===== config.mk =====
export PLATFORM = sky130hd
export DESIGN_NAME = map_symbol_scheduler
export DESIGN_NICKNAME = d
export VERILOG_FILES = /design/src/rtl/map_symbol_scheduler.sv
export SDC_FILE = /design/constraint.sdc
export NUM_CORES = 1
export LEC_CHECK = 0
export CAP_MARGIN = 40
export CORE_ASPECT_RATIO = 0.5
export CORE_UTILIZATION = 39
export CTS_BUF_LIST = sky130_fd_sc_hd__clkbuf_8
export DETAILED_ROUTE_END_ITERATION = 7
export PLACE_DENSITY_LB_ADDON = 0.1
export SLEW_MARGIN = 10
export SYNTH_ARGS = -nofsm -noshare
export SYNTH_HDL_FRONTEND = slang
export SYNTH_SLANG_ARGS = --single-unit

===== constraint.sdc =====
create_clock -name clk -period 3.9 [get_ports clk]
set_clock_uncertainty 0.15 [all_clocks]
set_input_delay 0.975 -clock clk [delete_from_list [all_inputs] [get_ports clk]]
set_output_delay 0.975 -clock clk [all_outputs]
set_load 0.05 [all_outputs]

===== src/rtl/map_symbol_scheduler.sv =====
// rtl/map_symbol_scheduler.sv - walks one OFDM symbol through the subcarrier map and emits IFFT-ordered beats (optional MAP_SCHED_PILOT_PRBS_EN)
module map_symbol_scheduler #(
    parameter int                     DEPTH_RAM = 10,
    parameter int                     FFTSIZE   = 1024,
    parameter int                     DW        = 16,
    parameter int                     NUM_BW    = 6,
    parameter logic signed [DW-1:0]   PILOT_AMP = 16'sd5793
) (
    input  logic                   clk,
    input  logic                   rst_n,
    input  logic                   sym_start,
    input  logic [2:0]             bw_sel,
    output logic                   busy,
    output logic                   sym_done,
    output logic                   bw_err,
    output logic [DEPTH_RAM-1:0]   rom_addr,
    output logic [2:0]             rom_index_bw,
    input  logic [1:0]             rom_dat,
    input  logic [DW-1:0]          din_i,
    input  logic [DW-1:0]          din_q,
    input  logic                   din_valid,
    output logic                   din_ready,
    output logic [DW-1:0]          dout_i,
    output logic [DW-1:0]          dout_q,
    output logic [1:0]             dout_type,
    output logic                   dout_sop,
    output logic                   dout_eop,
    output logic                   dout_valid,
    input  logic                   dout_ready,
    output logic [DEPTH_RAM:0]     data_cnt
);

    typedef enum logic [1:0] {IDLE, PRIME, RUN, DONE} state_t;

    localparam logic [DEPTH_RAM-1:0] LAST_BIN = DEPTH_RAM'(FFTSIZE - 1);
    localparam logic [3:0]           NUM_BW_W = 4'(NUM_BW);

    state_t                 state;
    state_t                 state_nx;
    logic [DEPTH_RAM-1:0]   k;
    logic [2:0]             bw_q;
    logic [DEPTH_RAM:0]     cnt_q;
    logic [DEPTH_RAM:0]     data_cnt_q;
    logic                   bw_err_q;

    logic                   run;
    logic                   is_data;
    logic                   is_pilot;
    logic                   fire;
    logic                   last_bin;
    logic                   bw_ok;
    logic                   start_ok;
    logic [DW-1:0]          pilot_i;

`ifdef MAP_SCHED_PILOT_PRBS_EN
    logic [10:0]            lfsr;

    // Pilot sign sequence: x^11+x^9+1, reseeded every symbol, advanced per emitted pilot
    always_ff @(posedge clk) begin
        if (!rst_n) begin
            lfsr <= '1;
        end else if (start_ok) begin
            lfsr <= '1;
        end else if (fire && is_pilot) begin
            lfsr <= {lfsr[9:0], lfsr[10] ^ lfsr[8]};
        end
    end

    assign pilot_i = lfsr[10] ? -PILOT_AMP : PILOT_AMP;
`else
    assign pilot_i = PILOT_AMP;
`endif

    assign bw_ok    = ({1'b0, bw_sel} < NUM_BW_W);
    assign start_ok = (state == IDLE) && sym_start && bw_ok;
    assign run      = (state == RUN);
    assign is_data  = (rom_dat == 2'b01);
    assign is_pilot = (rom_dat == 2'b10);
    assign last_bin = (k == LAST_BIN);

    // Beat formation: data bins forward the FIFO handshake, pilot/null bins are always ready to go
    always_comb begin
        dout_valid = 1'b0;
        dout_i     = '0;
        dout_q     = '0;
        dout_type  = 2'b00;
        dout_sop   = 1'b0;
        dout_eop   = 1'b0;
        if (run) begin
            dout_valid = is_data ? din_valid : 1'b1;
            dout_type  = rom_dat;
            dout_sop   = (k == '0);
            dout_eop   = last_bin;
            if (is_data) begin
                dout_i = din_i;
                dout_q = din_q;
            end else if (is_pilot) begin
                dout_i = pilot_i;
            end
        end
    end

    assign fire      = dout_valid & dout_ready;
    assign din_ready = run & is_data & fire;

    // Look-ahead address so the ROM output for bin k+1 is ready the cycle after k fires
    assign rom_addr     = (fire && !last_bin) ? k + 1'b1 : k;
    assign rom_index_bw = bw_q;
    assign busy         = (state == PRIME) || run;
    assign sym_done     = (state == DONE);
    assign bw_err       = bw_err_q;
    assign data_cnt     = data_cnt_q;

    // Next-state decode for the symbol sequencer
    always_comb begin
        state_nx = state;
        case (state)
            IDLE:    if (start_ok) state_nx = PRIME;
            PRIME:   state_nx = RUN;
            RUN:     if (fire && last_bin) state_nx = DONE;
            DONE:    state_nx = IDLE;
            default: state_nx = IDLE;
        endcase
    end

    // Sequencer state, bin counter, slice latch and data-bin accounting
    always_ff @(posedge clk) begin
        if (!rst_n) begin
            state      <= IDLE;
            k          <= '0;
            bw_q       <= '0;
            cnt_q      <= '0;
            data_cnt_q <= '0;
            bw_err_q   <= 1'b0;
        end else begin
            state    <= state_nx;
            bw_err_q <= (state == IDLE) && sym_start && !bw_ok;
            if (start_ok) begin
                k     <= '0;
                bw_q  <= bw_sel;
                cnt_q <= '0;
            end
            if (run && fire) begin
                if (!last_bin) begin
                    k <= k + 1'b1;
                end
                if (is_data) begin
                    cnt_q <= cnt_q + 1'b1;
                end
            end
            if (state == DONE) begin
                data_cnt_q <= cnt_q;
                k          <= '0;
            end
        end
    end

endmodule


==> results.ini, run 1 <==
[sta]
post-route-min-period_ps = 3820
worst_pin_slew_ps = 725
finalMaxSlewViolations = 0
fin_setup_tns_ps = 0
max_slew_margin = 0.514
finalCritPeriodShare = 0.979
rsz0062_at_grt = false
worst_slack_ps = 82.7
finalSetupViolations = 0
fmaxAchievable_mhz = 262
hold_viol_final = 0

[cells_and_area]
fillerInstances = 430
insertedDiodeCount = 0
syn_to_final_growth_pct = 73.3
drive_gt1_frac = 0.204
post-route-util = 0.724
nets = 450
final_cell_count_no_fill = 475

[logic_synthesis]
syn_inst = 294
synth-edff-count = 0
yosysUniqueCellTypes = 49
synth_flop_cell = dfxtp_1
synth.avg_cell_area_um2 = 8.03
syn-num-nets = 343
yosysSeqAreaShare = 0.322
synth_area_mm2 = 0.00236
ys_async_sr_fraction = 0
synth_seq_cells = 38
synth_warnings = 0

[floorplan]
core-area_mm2 = 0.00566
start_util = 0.418
fp.dieW_um = 112
dieHeight_um = 57.0
die-area_mm2 = 0.00639
pin_count = 107
rows = 19

[place]
place_congestion = 0.820
dp.cells = 467
post-place-ws_ps = -22.2
io_buffers = 106
hpwl_um = 5660

[routing]
num_vias = 2533
drc_errors = 0
antenna_left = 0
drtIter0Drc = 146
vias_per_cell = 5.33
dr.pass1.iters = 4
routed_wl_um = 7290
post_drt_wl_per_cell_um = 15.3

[worst_setup_path]
startpoint_type = input port
criticalPathCategory = input port to output port
required_ps = 2770
cp.arrival_ps = 2690
end_kind = output port
crit_fanout = 5

[run_status]
outcome = finished clean

[clock_network]
cts_inserted_buffers = 5
insertion_delay_ps = 290
root_buffer = clkbuf_8
htreeDepth = 2
hold_buffers = 0
cts_max_path_buffers = 2
cts_sinks = 38
clkTransAtPathRegs_ps = 80
cts_tree = done

[global_route]
grt_max_degree = 41
antenna_found_initial = 0
grtUsageTotal = 0.230
grt_pass1_vias = 2391
grt_pass1_wl_um = 11600
overflow = 0

[pwr]
p_leak_uw = 0.00159
ir_worst_vdd_uv = 189
p_per_area_mw_per_mm2 = 354

[job]
maxCapViolations = 0

[worst_hold_path]
holdCritPathClass = flip-flop to flip-flop

cells in the mapped netlist (all sizes together), types with 2 or more instances:
| master | n | share of area |
|---|---|---|
| a21boi | 8 | 0.025 |
| a21oi | 9 | 0.019 |
| a31oi | 4 | 0.011 |
| and2 | 3 | 0.0079 |
| and2b | 2 | 0.0064 |
| and3 | 27 | 0.072 |
| buf | 12 | 0.029 |
| clkbuf | 11 | 0.017 |
| dfxtp | 38 | 0.32 |
| ha | 7 | 0.037 |
| inv | 7 | 0.011 |
| mux2 | 2 | 0.0095 |
| mux2i | 12 | 0.051 |
| nand2 | 18 | 0.029 |
| nand2b | 2 | 0.0053 |
| nand3 | 14 | 0.035 |
| nand4 | 8 | 0.021 |
| nor2 | 32 | 0.051 |
| nor3 | 13 | 0.028 |
| nor3b | 4 | 0.017 |
| nor4 | 4 | 0.011 |
| o211ai | 9 | 0.029 |
| o21a | 2 | 0.0064 |
| o21ai | 12 | 0.025 |
| or2b | 2 | 0.0064 |
| or3 | 2 | 0.0053 |
| or4 | 5 | 0.019 |
| xnor2 | 12 | 0.048 |
state kept, by name (all words and copies together), names as in the netlist:
| register | cells |
|---|---|
| bw_err | 1 |
| cnt_q | 11 |
| data_cnt | 11 |
| k | 10 |
| rom_index_bw | 3 |
| state | 2 |
cell type report:
| type | count | area, um^2 | share of cell area |
|---|---|---|---|
| inverters | 8 | 30.0 | 0.00733 |
| multi-input cells | 225 | 1480 | 0.362 |
| clock inverters | 2 | 12.5 | 0.00306 |
| flip-flops and latches | 38 | 761 | 0.186 |
| repair buffers | 123 | 1640 | 0.400 |
| well taps | 73 | 91.3 | 0.0223 |
| clock buffers | 6 | 82.6 | 0.0202 |
per-layer routing:
| metal | up-vias | wire [um] | global-route usage |
|---|---|---|---|
| met3 | 4 | 366 | 0.0489 |
| met5 | - | 0 | 0 |
| met1 | 1192 | 3070 | 0.285 |
| li1 | 1264 | - | - |
| met4 | 0 | 38 | 0.0438 |
| met2 | 73 | 3810 | 0.421 |
report_power, final:
part / switching (uW) / leakage (uW) / internal [uW]
clock network: 145 / 0.0000472 / 142
logic: 437 / 0.00124 / 307
registers: 13.2 / 0.000307 / 406
per-stage QoR:
stage,total power (uW),hold slack [ps],instance area [um^2]
finish,1450,345,4090
global route,1520,378,4090
CTS,1460,349,4080
detailed placement,1170,332,3980
global placement,1150,326,3980
floorplan,856,334,2360
worst paths after layout:
path | from | endpoint | slack [ps] | depth (start not counted)
max | rom_dat[0] | rom_addr[8] | 80 | 7
min | rom_index_bw[2] | rom_index_bw[2] | 350 | 2
max reg2reg | state[0] | cnt_q[9] | 1440 | 8
min reg2reg | rom_index_bw[2] | rom_index_bw[2] | 350 | 2
cell families (layout without fill, tap and decap cells):
logic type               Yosys count  in the layout  synth area share
buffers and inverters             31            139            0.0593
adder cells (fa/ha/maj)            7              7            0.0371
AND/OR/NAND/NOR                  143            143             0.338
AO/OA/AOI/OAI                     49             49             0.136
multiplexers                      14             14            0.0604
XOR/XNOR                          12             12            0.0477
flip-flops                        38             38             0.322
worst max-delay path, stage by stage:
cell and delay [ps]:
clkdlybuf4s50_1 420, nor3b_4 160, or2_4 280, buf_4 160, nor3_2 160, mux2_2 350
buf_4 190
cell usage in the layout, fill, tap and decap left out, types with 2 or more instances in the layout:
| cell | instances |
|---|---|
| xnor2_1 | 11 |
| and2_1 | 3 |
| and3_1 | 27 |
| nor4_1 | 4 |
| a21oi_1 | 9 |
| nand3_1 | 13 |
| clkdlybuf4s50_1 | 56 |
| o21ai_0 | 11 |
| or2b_1 | 2 |
| or4_1 | 3 |
| buf_12 | 45 |
| nor3b_1 | 3 |
| nor3_1 | 12 |
| dfxtp_1 | 38 |
| or4_4 | 2 |
| clkbuf_8 | 6 |
| and2b_1 | 2 |
| inv_1 | 7 |
| buf_4 | 20 |
| a31oi_1 | 4 |
| mux2_2 | 2 |
| a21boi_0 | 8 |
| ha_1 | 7 |
| nor2_1 | 32 |
| or3_1 | 2 |
| dlymetal6s2s_1 | 2 |
| o21a_1 | 2 |
| mux2i_1 | 12 |
| nand2b_1 | 2 |
| nand2_1 | 18 |
| nand4_1 | 8 |
| o211ai_1 | 9 |
repair_timing:
action,4_1_cts,5_1_grt
setup buffers,0,0
setup endpoints to repair,2,1
hold endpoints to repair,0,0
pin swaps,0,2
gates resized for setup,2,3
Note: power is estimated with default switching activity, not from simulation.
==> run 2, diff against run 1 <==
--- a/config.mk
+++ b/config.mk
@@ -7,6 +7,7 @@
 export LEC_CHECK = 0
 export CAP_MARGIN = 40
 export CORE_ASPECT_RATIO = 0.5
+export CORE_MARGIN = 5
 export CORE_UTILIZATION = 39
 export CTS_BUF_LIST = sky130_fd_sc_hd__clkbuf_8
 export DETAILED_ROUTE_END_ITERATION = 7
==> results.ini, run 2 (synthesis results as in run 1) <==
[place]
dp.cells = 473
io_buffers = 106
hpwl_um = 6050
place_congestion = 0.827

[worst_hold_path]
holdPathStages = 2
holdCritPathClass = flip-flop to flip-flop

[cells_and_area]
drive_gt1_frac = 0.210
nets = 452
fillerInstances = 476
post-route-util = 0.687
insertedDiodeCount = 0
layout_common_cells = clkdlybuf4s50_1, buf_12, dfxtp_1
final_common_cell = clkdlybuf4s50_1
syn_to_final_growth_pct = 74.0
final_cell_count_no_fill = 481

[worst_setup_path]
crit_chain = clkdlybuf4s50_1, nor3b_4, or2_4, buf_4, nor3_2, mux2_2, buf_4
crit_fanout = 5
r2r-start = state[0]
crit_end = rom_addr[8]
crit_top_cell = buf_4
criticalPathCategory = input port to output port
startpoint_type = input port
rr_endpoint = cnt_q[9]
rr_worst_depth = 8
cp.arrival_ps = 2720
crit_start = rom_dat[0]
required_ps = 2770
max_stage_delay_ps = 430
ff2ff_setup_slack_ps = 1300
end_kind = output port
slowest_stage = clkdlybuf4s50_1

[sta]
hold_viol_final = 0
worst_pin_slew_ps = 685
post-route-min-period_ps = 3850
finalSetupViolations = 0
finalCritPeriodShare = 0.986
hold_slack_ps = 347
max_slew_margin = 0.540
finalMaxSlewViolations = 0
fin_setup_tns_ps = 0
fmaxAchievable_mhz = 260

[routing]
vias_per_cell = 5.26
drc_errors = 0
drtIter0Drc = 174
num_vias = 2530
post_drt_wl_per_cell_um = 15.9
antenna_left = 0
routed_wl_um = 7650
dr.pass1.iters = 4

[clock_network]
clkTransAtPathRegs_ps = 70
cts_tree = done
htreeDepth = 2
cts_inserted_buffers = 5
cts_sinks = 38
insertion_delay_ps = 290
cts_max_path_buffers = 2
cts_setup_buffers = 0
root_buffer = clkbuf_8

[pwr]
p_leak_uw = 0.00158
p_per_area_mw_per_mm2 = 355
ir_worst_vdd_uv = 189
p_total_uw = 1460

[floorplan]
start_util = 0.395
die-area_mm2 = 0.00781
fp.dieW_um = 120
pin_count = 107
core-area_mm2 = 0.00598
dieHeight_um = 65.0
rows = 20

[global_route]
grt_pass1_vias = 2511
overflow = 0
grt_pass1_wl_um = 12200
antenna_found_initial = 0
grt_max_degree = 37
grtUsageTotal = 0.194

[job]
maxCapViolations = 0

[run_status]
outcome = finished clean

==> run 2: cell types whose count changed in the layout (fill, tap and decap cells not counted) <==
cell | previous run | this run
and2b_2 | 0 | 1
dlymetal6s2s_1 | 2 | 0
and2b_1 | 2 | 1
clkdlybuf4s50_1 | 56 | 58
buf_4 | 20 | 22
==> run 2: layer usage <==
layer / vias up / global-route usage / wire (um) / part of all wire
li1: 1272 / - / - / -
met1: 1192 / 0.235 / 3240 / 0.42
met2: 56 / 0.354 / 4020 / 0.53
met3: 10 / 0.0375 / 314 / 0.041
met4: 0 / 0.0528 / 73 / 0.0095
met5: - / 0 / 0 / 0
==> run 2: worst min-delay path by stage <==
stage	slack, ps	endpoint	from
floorplan	330	cnt_q[10]	cnt_q[10]
global placement	330	data_cnt[8]	data_cnt[8]
detailed placement	340	rom_index_bw[1]	rom_index_bw[1]
CTS	350	rom_index_bw[1]	rom_index_bw[1]
global route	380	rom_index_bw[1]	rom_index_bw[1]
finish	350	data_cnt[0]	data_cnt[0]
==> run 2: report_power, final <==
part | internal, uW | switching [uW] | total (uW) | leakage (uW)
clock network | 142 | 143 | 285 | 0.0000472
registers | 406 | 13.9 | 420 | 0.000307
logic | 313 | 440 | 753 | 0.00123
total | 861 | 597 | 1460 | 0.00158
==> run 2: per-stage QoR <==
stage / setup slack (ps) / area (um^2)
2_1_floorplan: 0.882 / 2360
3_3_place_gp: -10.2 / 4000
3_5_place_dp: -41.1 / 4000
4_1_cts: 7.50 / 4090
5_1_grt: -28.4 / 4110
6_report: 54.8 / 4110
==> run 2: final cells by class <==
class                   count  area (um^2)  area share
clock buffers               6         82.6      0.0201
flip-flops and latches     38          761       0.185
well taps                  77         96.3      0.0234
inverters                   8         30.0     0.00731
multi-input cells         225         1480       0.360
repair buffers            125         1650       0.401
clock inverters             2         12.5     0.00304
==> run 2: worst max-delay path, delay by kind of cell <==
family	cells	cell delay [ps]
buffers and inverters	3	780
multiplexers	1	350
AND/OR/NAND/NOR	3	610
==> run 2: what timing repair did <==
action                     4_1_cts  5_1_grt
pin swaps                        0        1
resized for setup                1        3
setup endpoints to repair        2       18
hold buffers                     0        0
